--- src/rtl/multicycle_control.sv ---
// -----------------------------------------------------------------------------
// multicycle_control
//
// Main control FSM for the multicycle datapath. It sequences
// fetch / decode / execute / memory / writeback from the instruction opcode,
// drives every datapath enable and mux select, and produces aluOp for the
// ALU control decoder. It handshakes with instruction/data memory through
// memReady and stops in a sticky FAULT state on an illegal opcode or a
// memory timeout.
//
// Parameters:
//   MEM_TIMEOUT  max cycles a memory state waits for memReady (0 = no limit)
//   CNT_W        wait counter width, MEM_TIMEOUT must be < 2**CNT_W
//
// Ports:
//   clk, rst_n   clock (rising edge), asynchronous active-low reset
//   opcode       instruction[31:26] from the IR, used in DECODE / MEMADR
//   zero         ALU zero flag (qualified in the datapath by pcWriteCond)
//   memReady     memory finished the current read or write this cycle
//   memRead, memWrite, iorD            memory request / address select
//   irWrite, pcWrite, pcWriteCond      IR and PC load enables
//   pcSource     00 ALU, 01 ALUOut, 10 jump target
//   aluOp        00 add, 01 subtract, 10 decode by funct
//   aluSrcA      0 PC, 1 register A
//   aluSrcB      00 B, 01 4, 10 sext imm, 11 sext imm << 2
//   regWrite, regDst, memToReg         register file writeback controls
//   fault        sticky fault indicator
//   illegalOp    sticky, fault was caused by an illegal opcode
//   state        current state encoding (debug / verification)
// -----------------------------------------------------------------------------
module multicycle_control #(
    parameter int MEM_TIMEOUT = 255,
    parameter int CNT_W       = 8
) (
    input  logic       clk,
    input  logic       rst_n,
    input  logic [5:0] opcode,
    input  logic       zero,
    input  logic       memReady,
    output logic       memRead,
    output logic       memWrite,
    output logic       iorD,
    output logic       irWrite,
    output logic       pcWrite,
    output logic       pcWriteCond,
    output logic [1:0] pcSource,
    output logic [1:0] aluOp,
    output logic       aluSrcA,
    output logic [1:0] aluSrcB,
    output logic       regWrite,
    output logic       regDst,
    output logic       memToReg,
    output logic       fault,
    output logic       illegalOp,
    output logic [3:0] state
);

    typedef enum logic [3:0] {
        S_FETCH  = 4'd0,
        S_DECODE = 4'd1,
        S_MEMADR = 4'd2,
        S_MEMRD  = 4'd3,
        S_MEMWB  = 4'd4,
        S_MEMWR  = 4'd5,
        S_EXEC   = 4'd6,
        S_ALUWB  = 4'd7,
        S_BRANCH = 4'd8,
        S_JUMP   = 4'd9,
        S_ADDIEX = 4'd10,
        S_ADDIWB = 4'd11,
        S_FAULT  = 4'd12
    } state_t;

    localparam logic [5:0] OP_RTYPE = 6'b000000;
    localparam logic [5:0] OP_LW    = 6'b100011;
    localparam logic [5:0] OP_SW    = 6'b101011;
    localparam logic [5:0] OP_BEQ   = 6'b000100;
    localparam logic [5:0] OP_J     = 6'b000010;
    localparam logic [5:0] OP_ADDI  = 6'b001000;

    localparam logic [CNT_W-1:0] CNT_LAST = CNT_W'(MEM_TIMEOUT - 1);

    state_t           state_q;
    logic [CNT_W-1:0] wait_cnt;
    logic             mem_state;
    logic             waiting;
    logic             timeout_hit;

    // The zero flag is consumed by the datapath together with pcWriteCond;
    // the FSM only passes through it by name.
    logic unused_zero;
    assign unused_zero = zero;

    // A "waiting cycle" is a cycle in a memory-handshake state without
    // memReady. The timeout fires on the waiting cycle whose count is
    // MEM_TIMEOUT-1; a memReady on that same cycle is not waiting, so it wins.
    always_comb begin
        mem_state   = (state_q == S_FETCH) || (state_q == S_MEMRD) ||
                      (state_q == S_MEMWR);
        waiting     = mem_state && !memReady;
        timeout_hit = (MEM_TIMEOUT != 0) && waiting && (wait_cnt == CNT_LAST);
    end

    // -------------------------------------------------------------------------
    // State register, wait counter and sticky fault flags
    // -------------------------------------------------------------------------
    // NOTE: every register below is assigned with <= so all of them update
    // from the same pre-edge values; blocking assignments here would let the
    // order of statements change the behaviour.
    always_ff @(posedge clk or negedge rst_n) begin
        if (!rst_n) begin
            state_q   <= S_FETCH;
            wait_cnt  <= '0;
            fault     <= 1'b0;
            illegalOp <= 1'b0;
        end else begin
            // Count only while still waiting in the same memory state; any
            // transition (entry to FETCH/MEMRD/MEMWR included) or memReady
            // restarts the count from zero.
            if (waiting && !timeout_hit) begin
                if (wait_cnt != '1) begin
                    wait_cnt <= wait_cnt + 1'b1;
                end
            end else begin
                wait_cnt <= '0;
            end

            if (timeout_hit) begin
                state_q <= S_FAULT;
                fault   <= 1'b1;
            end else begin
                case (state_q)
                    S_FETCH: begin
                        if (memReady) state_q <= S_DECODE;
                    end
                    S_DECODE: begin
                        case (opcode)
                            OP_RTYPE:      state_q <= S_EXEC;
                            OP_LW, OP_SW:  state_q <= S_MEMADR;
                            OP_BEQ:        state_q <= S_BRANCH;
                            OP_J:          state_q <= S_JUMP;
                            OP_ADDI:       state_q <= S_ADDIEX;
                            default: begin
                                state_q   <= S_FAULT;
                                fault     <= 1'b1;
                                illegalOp <= 1'b1;
                            end
                        endcase
                    end
                    // The IR holds the opcode stable, so it is only lw or sw here.
                    S_MEMADR: state_q <= (opcode == OP_SW) ? S_MEMWR : S_MEMRD;
                    S_MEMRD: begin
                        if (memReady) state_q <= S_MEMWB;
                    end
                    S_MEMWB:  state_q <= S_FETCH;
                    S_MEMWR: begin
                        if (memReady) state_q <= S_FETCH;
                    end
                    S_EXEC:   state_q <= S_ALUWB;
                    S_ALUWB:  state_q <= S_FETCH;
                    S_BRANCH: state_q <= S_FETCH;
                    S_JUMP:   state_q <= S_FETCH;
                    S_ADDIEX: state_q <= S_ADDIWB;
                    S_ADDIWB: state_q <= S_FETCH;
                    S_FAULT:  state_q <= S_FAULT;
                    default: begin
                        state_q <= S_FAULT;
                        fault   <= 1'b1;
                    end
                endcase
            end
        end
    end

    assign state = state_q;

    // -------------------------------------------------------------------------
    // Moore output decode
    // -------------------------------------------------------------------------
    // NOTE: every output gets a default at the top of the block, so no path
    // through the case leaves one unassigned and no latch is inferred.
    always_comb begin
        memRead     = 1'b0;
        memWrite    = 1'b0;
        iorD        = 1'b0;
        irWrite     = 1'b0;
        pcWrite     = 1'b0;
        pcWriteCond = 1'b0;
        pcSource    = 2'b00;
        aluOp       = 2'b00;
        aluSrcA     = 1'b0;
        aluSrcB     = 2'b00;
        regWrite    = 1'b0;
        regDst      = 1'b0;
        memToReg    = 1'b0;

        case (state_q)
            S_FETCH: begin
                memRead = 1'b1;
                aluSrcB = 2'b01;
                // IR and PC load exactly when the fetch completes.
                irWrite = memReady;
                pcWrite = memReady;
            end
            S_DECODE: begin
                aluSrcB = 2'b11;
            end
            S_MEMADR: begin
                aluSrcA = 1'b1;
                aluSrcB = 2'b10;
            end
            S_MEMRD: begin
                memRead = 1'b1;
                iorD    = 1'b1;
            end
            S_MEMWB: begin
                regWrite = 1'b1;
                memToReg = 1'b1;
            end
            S_MEMWR: begin
                memWrite = 1'b1;
                iorD     = 1'b1;
            end
            S_EXEC: begin
                aluSrcA = 1'b1;
                aluOp   = 2'b10;
            end
            S_ALUWB: begin
                regWrite = 1'b1;
                regDst   = 1'b1;
            end
            S_BRANCH: begin
                aluSrcA     = 1'b1;
                aluOp       = 2'b01;
                pcWriteCond = 1'b1;
                pcSource    = 2'b01;
            end
            S_JUMP: begin
                pcWrite  = 1'b1;
                pcSource = 2'b10;
            end
            S_ADDIEX: begin
                aluSrcA = 1'b1;
                aluSrcB = 2'b10;
            end
            S_ADDIWB: begin
                regWrite = 1'b1;
            end
            default: ; // FAULT and unused encodings: everything stays 0
        endcase

        // NOTE: the state register resets to FETCH, whose decode requests a
        // read; gating the enables with rst_n keeps every write and request
        // off for as long as reset is held, including mid-instruction aborts.
        if (!rst_n) begin
            memRead     = 1'b0;
            memWrite    = 1'b0;
            irWrite     = 1'b0;
            pcWrite     = 1'b0;
            pcWriteCond = 1'b0;
            regWrite    = 1'b0;
        end
    end

endmodule

--- config.mk ---
export PLATFORM = sky130hd
export DESIGN_NAME = multicycle_control
export DESIGN_NICKNAME = d
export VERILOG_FILES = /design/src/rtl/multicycle_control.sv
export SDC_FILE = /design/constraint.sdc
export NUM_CORES = 1
export LEC_CHECK = 0
export BUFFER_PORTS_ARGS = -buffer_cell sky130_fd_sc_hd__buf_2
export CORE_ASPECT_RATIO = 1.2
export CORE_MARGIN = 2
export CORE_UTILIZATION = 45
export CTS_CLUSTER_SIZE = 24
export DETAILED_ROUTE_END_ITERATION = 16
export HOLD_SLACK_MARGIN = 0.06
export PLACE_DENSITY = 0.85
export SETUP_SLACK_MARGIN = 0.4
export SKIP_LAST_GASP = 1
export SLEW_MARGIN = 20
export SYNTH_ARGS = -nofsm -noshare
export SYNTH_HDL_FRONTEND = slang
export SYNTH_SLANG_ARGS = --single-unit
--- constraint.sdc ---
create_clock -name clk -period 1.65 [get_ports clk]
set_input_delay 0.495 -clock clk [delete_from_list [all_inputs] [get_ports clk]]
set_output_delay 0.495 -clock clk [all_outputs]
set_load 0.02 [all_outputs]
==> results of run 1 <==
==> cells in the mapped netlist (3+ instances only) <==
cell | n | area (um2)
clkbuf_1 | 3 | 11.3
nand2b_1 | 5 | 31.3
o21ai_0 | 8 | 40.0
inv_1 | 3 | 11.3
nand2_1 | 12 | 45.0
nand4_1 | 6 | 37.5
nor2_1 | 24 | 90.1
a21oi_1 | 4 | 20.0
dfrtp_1 | 14 | 350
xor2_1 | 5 | 43.8
nor3_1 | 7 | 35.0
nand3_1 | 4 | 20.0
==> cell families after synthesis <==
| group | after synthesis | share of synthesized area (%) |
|---|---|---|
| AO/OA/AOI/OAI | 26 | 16.8 |
| buffers and inverters | 9 | 3.90 |
| adder cells (fa/ha/maj) | 2 | 2.44 |
| AND/OR/NAND/NOR | 75 | 36.8 |
| flip-flops | 14 | 34.1 |
| XOR/XNOR | 7 | 5.97 |
==> stage by stage <==
step | TNS (ps) | instances
4_1_cts | -3110 | 237
3_5_place_dp | -1160 | 214
3_3_place_gp | -1000 | 214
2_1_floorplan | -786 | 133
==> timing repair <==
| action | CTS |
|---|---|
| gates resized for setup | 56 |
| hold endpoints to repair | 0 |
| pin swaps | 9 |
| setup endpoints to repair | 36 |
| setup buffers | 19 |
==> results by group, run 1 <==
Status
  – Status: did not finish
  – Fail Step: global routing (5_1_grt)
  – Stop Error: [ERROR DPL-0038] Utilization greater than 100%, impossible to legalize

Synth
  – Yosys reg bits: 14
  – Prevailing post-synth register cell: dfrtp_1
  – Synth Net Count: 145
  – Sequential fraction of the synthesis area: 34.1%
  – Async S/R FF share, synth: 100%
  – Cell count after synthesis: 133
  – Count of flip-flops with a built-in enable after synthesis: 0
  – Avg Inst Size Synth: 7.72 um2
  – Synth warn: 0
  – Unique masters post-synth: 39
  – Synthesized area: 1030 um2

CTS
  – Post-CTS Hold Fix Bufs: 0
  – Maximum clock path buffer count: 2
  – CTS Buf Count: 3
  – H-tree lvl count: 1
  – Buffer type at the clock tree root: clkbuf_4
  – Sink Count: 14

Place
  – I/O Buffers: 30
  – Dpl ws: -302 ps
  – Area post-placement: 1490 um2
  – Final GP Congestion: 0.850
  – HPWL Detailed: 2.41 mm

Die
  – Die Wd: 47.6 um
  – Die extent in y: 56.3 um
  – Number of core rows: 18
  – IO Pins: 32
  – Initial Utilization: 48.5%

Timing
  – Worst EP Category: primary output
  – GR repair worst EP: iorD

GRT
  – Largest net degree at the start of global routing: 15
==> run 2: changes to the inputs <==
==> config.mk (replaced) <==
export PLATFORM = sky130hd
export DESIGN_NAME = multicycle_control
export DESIGN_NICKNAME = d
export VERILOG_FILES = /design/src/rtl/multicycle_control.sv
export SDC_FILE = /design/constraint.sdc
export NUM_CORES = 1
export LEC_CHECK = 0
export BUFFER_PORTS_ARGS = -buffer_cell sky130_fd_sc_hd__buf_2
export CORE_AREA = 2 2 63 65
export DETAILED_ROUTE_END_ITERATION = 16
export DIE_AREA = 0 0 65 67
export PLACE_DENSITY_LB_ADDON = 0.15
export SKIP_LAST_GASP = 1
export SLEW_MARGIN = 20
export SYNTH_ARGS = -nofsm -noshare
export SYNTH_HDL_FRONTEND = slang
export SYNTH_SLANG_ARGS = --single-unit
==> constraint.sdc (replaced) <==
create_clock -name clk -period 2.1 [get_ports clk]
set_input_delay 0.63 -clock clk [delete_from_list [all_inputs] [get_ports clk]]
set_output_delay 0.63 -clock clk [all_outputs]
set_load 0.02 [all_outputs]
==> results by group, run 2 <==
CTS
  – Sink Count: 14 (unchanged)
  – Clk Latency, worst-skew pair: 240 ps
  – Buffer type at the clock tree root: clkbuf_8 (was clkbuf_4)
  – Post-CTS Hold Fix Bufs: 0 (unchanged)
  – Maximum clock path buffer count: 2 (unchanged)
  – H-tree lvl count: 1 (unchanged)
  – CTS Buf Count: 3 (unchanged)
  – CTS tree: built
  – Worst-path clk slew: 60 ps

Setup path
  – CP Capture Type: output port
  – CP max stage delay: 490 ps
  – Crit-path slowest cell: dfrtp_2
  – Worst-path cell chain: xor2_1 -> o22ai_1 -> and2_1 -> buf_2
  – Stages on worst setup path: 4
  – Startpoint class of the critical path: register
  – Reg2Reg Depth: 6
  – CP delay by family, top: flip-flops
  – Worst Path Required: 1470 ps
  – Critical path class: reg2out
  – CP arrival: 1430 ps
  – CP Max Fanout: 11
  – Worst Path Buf+Inv: 1

Synth
  – Synth Net Count: 145 (unchanged)
  – Yosys reg bits: 14 (unchanged)
  – Cell count after synthesis: 133 (unchanged)
  – Synth area leader: dfrtp_1 (unchanged)
  – Top cells by area, synth: dfrtp_1, nor2_1, nand2_1 (unchanged)
  – Count of flip-flops with a built-in enable after synthesis: 0 (unchanged)
  – Synthesized area: 1030 um2 (unchanged)
  – Unique masters post-synth: 39 (unchanged)
  – Async S/R FF share, synth: 100% (unchanged)
  – Leading cell types by count after synthesis: nor2_1, dfrtp_1, nand2_1, o21ai_0, nor3_1 (unchanged)
  – Most frequent cell after synthesis: nor2_1 (unchanged)
  – Top-area cell type share of the netlist area: 34.1% (unchanged)
  – Synth warn: 0 (unchanged)
  – Sequential fraction of the synthesis area: 34.1% (unchanged)
  – Avg Inst Size Synth: 7.72 um2 (unchanged)
  – Prevailing post-synth register cell: dfrtp_1 (unchanged)

Status
  – Status: finished clean (was did not finish)

Die
  – Die extent in y: 67 um (was 56.3 um)
  – Die Wd: 65 um (was 47.6 um)
  – Core Region: 3610 um2
  – IO Pins: 32 (unchanged)
  – Number of core rows: 22 (was 18)
  – Die area: 4360 um2
  – Initial Utilization: 28.5% (was 48.5%)

Layout
  – Most common cell after layout, fill and taps aside: buf_2
  – Layout cells sized above 1: 36.5%
  – Most flop-heavy register: wait_cnt
  – Antenna diodes: 0
  – Most frequent cells in the layout: buf_2, nor2_1, buf_4
  – Total Nets Final: 191
  – Final std cells w/o fill: 226
  – Final core utilization: 39.5%
  – Area Overhead vs Synth: 38.6%
  – Max FFs per register: 8

GRT
  – First-pass GRT wire length: 4.62 mm
  – Total GRT Usage: 13.7%
  – Initial antenna violation count: 0
  – Largest net degree at the start of global routing: 13
  – Number of global-route vias before repair: 1083
  – Grt total ovfl: 0

Pwr
  – VDD IR max: 471 uV
  – P_leak: 0.661 nW
  – Power density over the cells: 1090 nW/um2

Routing
  – Avg WL per Cell: 12.2 um
  – # DRC: 0
  – First drt pass iteration count: 4
  – Via count: 1112
  – Via density: 4.92
  – Post-Route WL: 2.76 mm
  – Remaining antenna violation count: 0
  – Starting DRT DRC Count: 47

Timing
  – # setup viols final: 0
  – Slew Limit Fails: 0
  – Final Hold Violating Endpoints: 0
  – Slew headroom: 72.0%
  – RSZ-0062 raised after global routing: yes
  – Setup tns final: 0 ps
  – Tcrit/Tclk final: 97.9%
  – Min cycle time layout: 2060 ps
  – Least-Margin Pin Slew: 416 ps
  – Final Skew: 1.14 ps
  – F_max: 0.486 GHz

Place
  – HPWL Detailed: 2.19 mm (was 2.41 mm)
  – Final GP Congestion: 0.731 (was 0.850)
  – Placed insts: 220 (was 214)
  – I/O Buffers: 30 (unchanged)

Run
  – Max-cap viol count: 0

Worst hold path
  – HP Class: in2async
run 2: cell counts after synthesis:
Identical to the previous run, type by type.
run 2: final cells by class:
class                   count  area, um2
repair buffers             47        278
multi-input cells         110        664
well taps                  48       60.1
clock buffers               4       55.1
inverters                   3       11.3
fillers                   390       2180
flip-flops and latches     14        355
run 2: cells by family (layout without fill, tap and decap cells):
family,Yosys count,after routing,synth area share [%]
fa+ha+maj,2,2,2.44
simple gates,75,75,36.8
flops,14,14,34.1
xor+xnor,7,7,5.97
compound gates,26,26,16.8
buf+inv,9,54,3.90
run 2: through the flow:
step           hold WS, ps  instance area [um2]  power, mW  setup slack, ps
2_1_floorplan          334                 1050      0.987             17.3
3_5_place_dp           457                 1340       1.28             -145
4_1_cts                376                 1410       1.57             27.9
6_report               369                 1420       1.56             43.1
5_1_grt                392                 1420       1.69            -44.2
3_3_place_gp           455                 1340       1.28             -139
run 2: path summary, 6_finish.rpt:
kind	start	to	slack (ps)
worst min-delay path	rst_n	wait_cnt[7]$_DFFE_PN0P_	370
min in group clk	illegalOp$_DFFE_PN0P_	illegalOp$_DFFE_PN0P_	470
worst max register to register	state[0]$_DFFE_PN0P_	fault$_DFFE_PN0P_	380
max in group asynchronous	rst_n	state[0]$_DFFE_PN0P_	1580
worst max-delay path	state[0]$_DFFE_PN0P_	regWrite	40
worst min register to register	illegalOp$_DFFE_PN0P_	illegalOp$_DFFE_PN0P_	470
run 2: timing repair:
item,4_1_cts,5_1_grt
buffers inserted,0,2
endpoints found under the setup margin,6,8
pin swaps,0,1
gates resized for setup,3,3
run 2: where the power goes:
| group | internal [mW] | switching [mW] |
|---|---|---|
| combinational | 0.373 | 0.506 |
| sequential | 0.319 | 0.0983 |
| clock | 0.166 | 0.0960 |
| total | 0.858 | 0.701 |
run 2: layer usage:
metal / vias up / global-route usage (%) / routed length [um]
met1: 516 / 16.2 / 1260
met3: 4 / 2.20 / 130
met2: 27 / 25.0 / 1340
met5: - / 0 / 0
li1: 565 / - / -
met4: 0 / 4.52 / 23
Power figures use the tool's default switching activity.
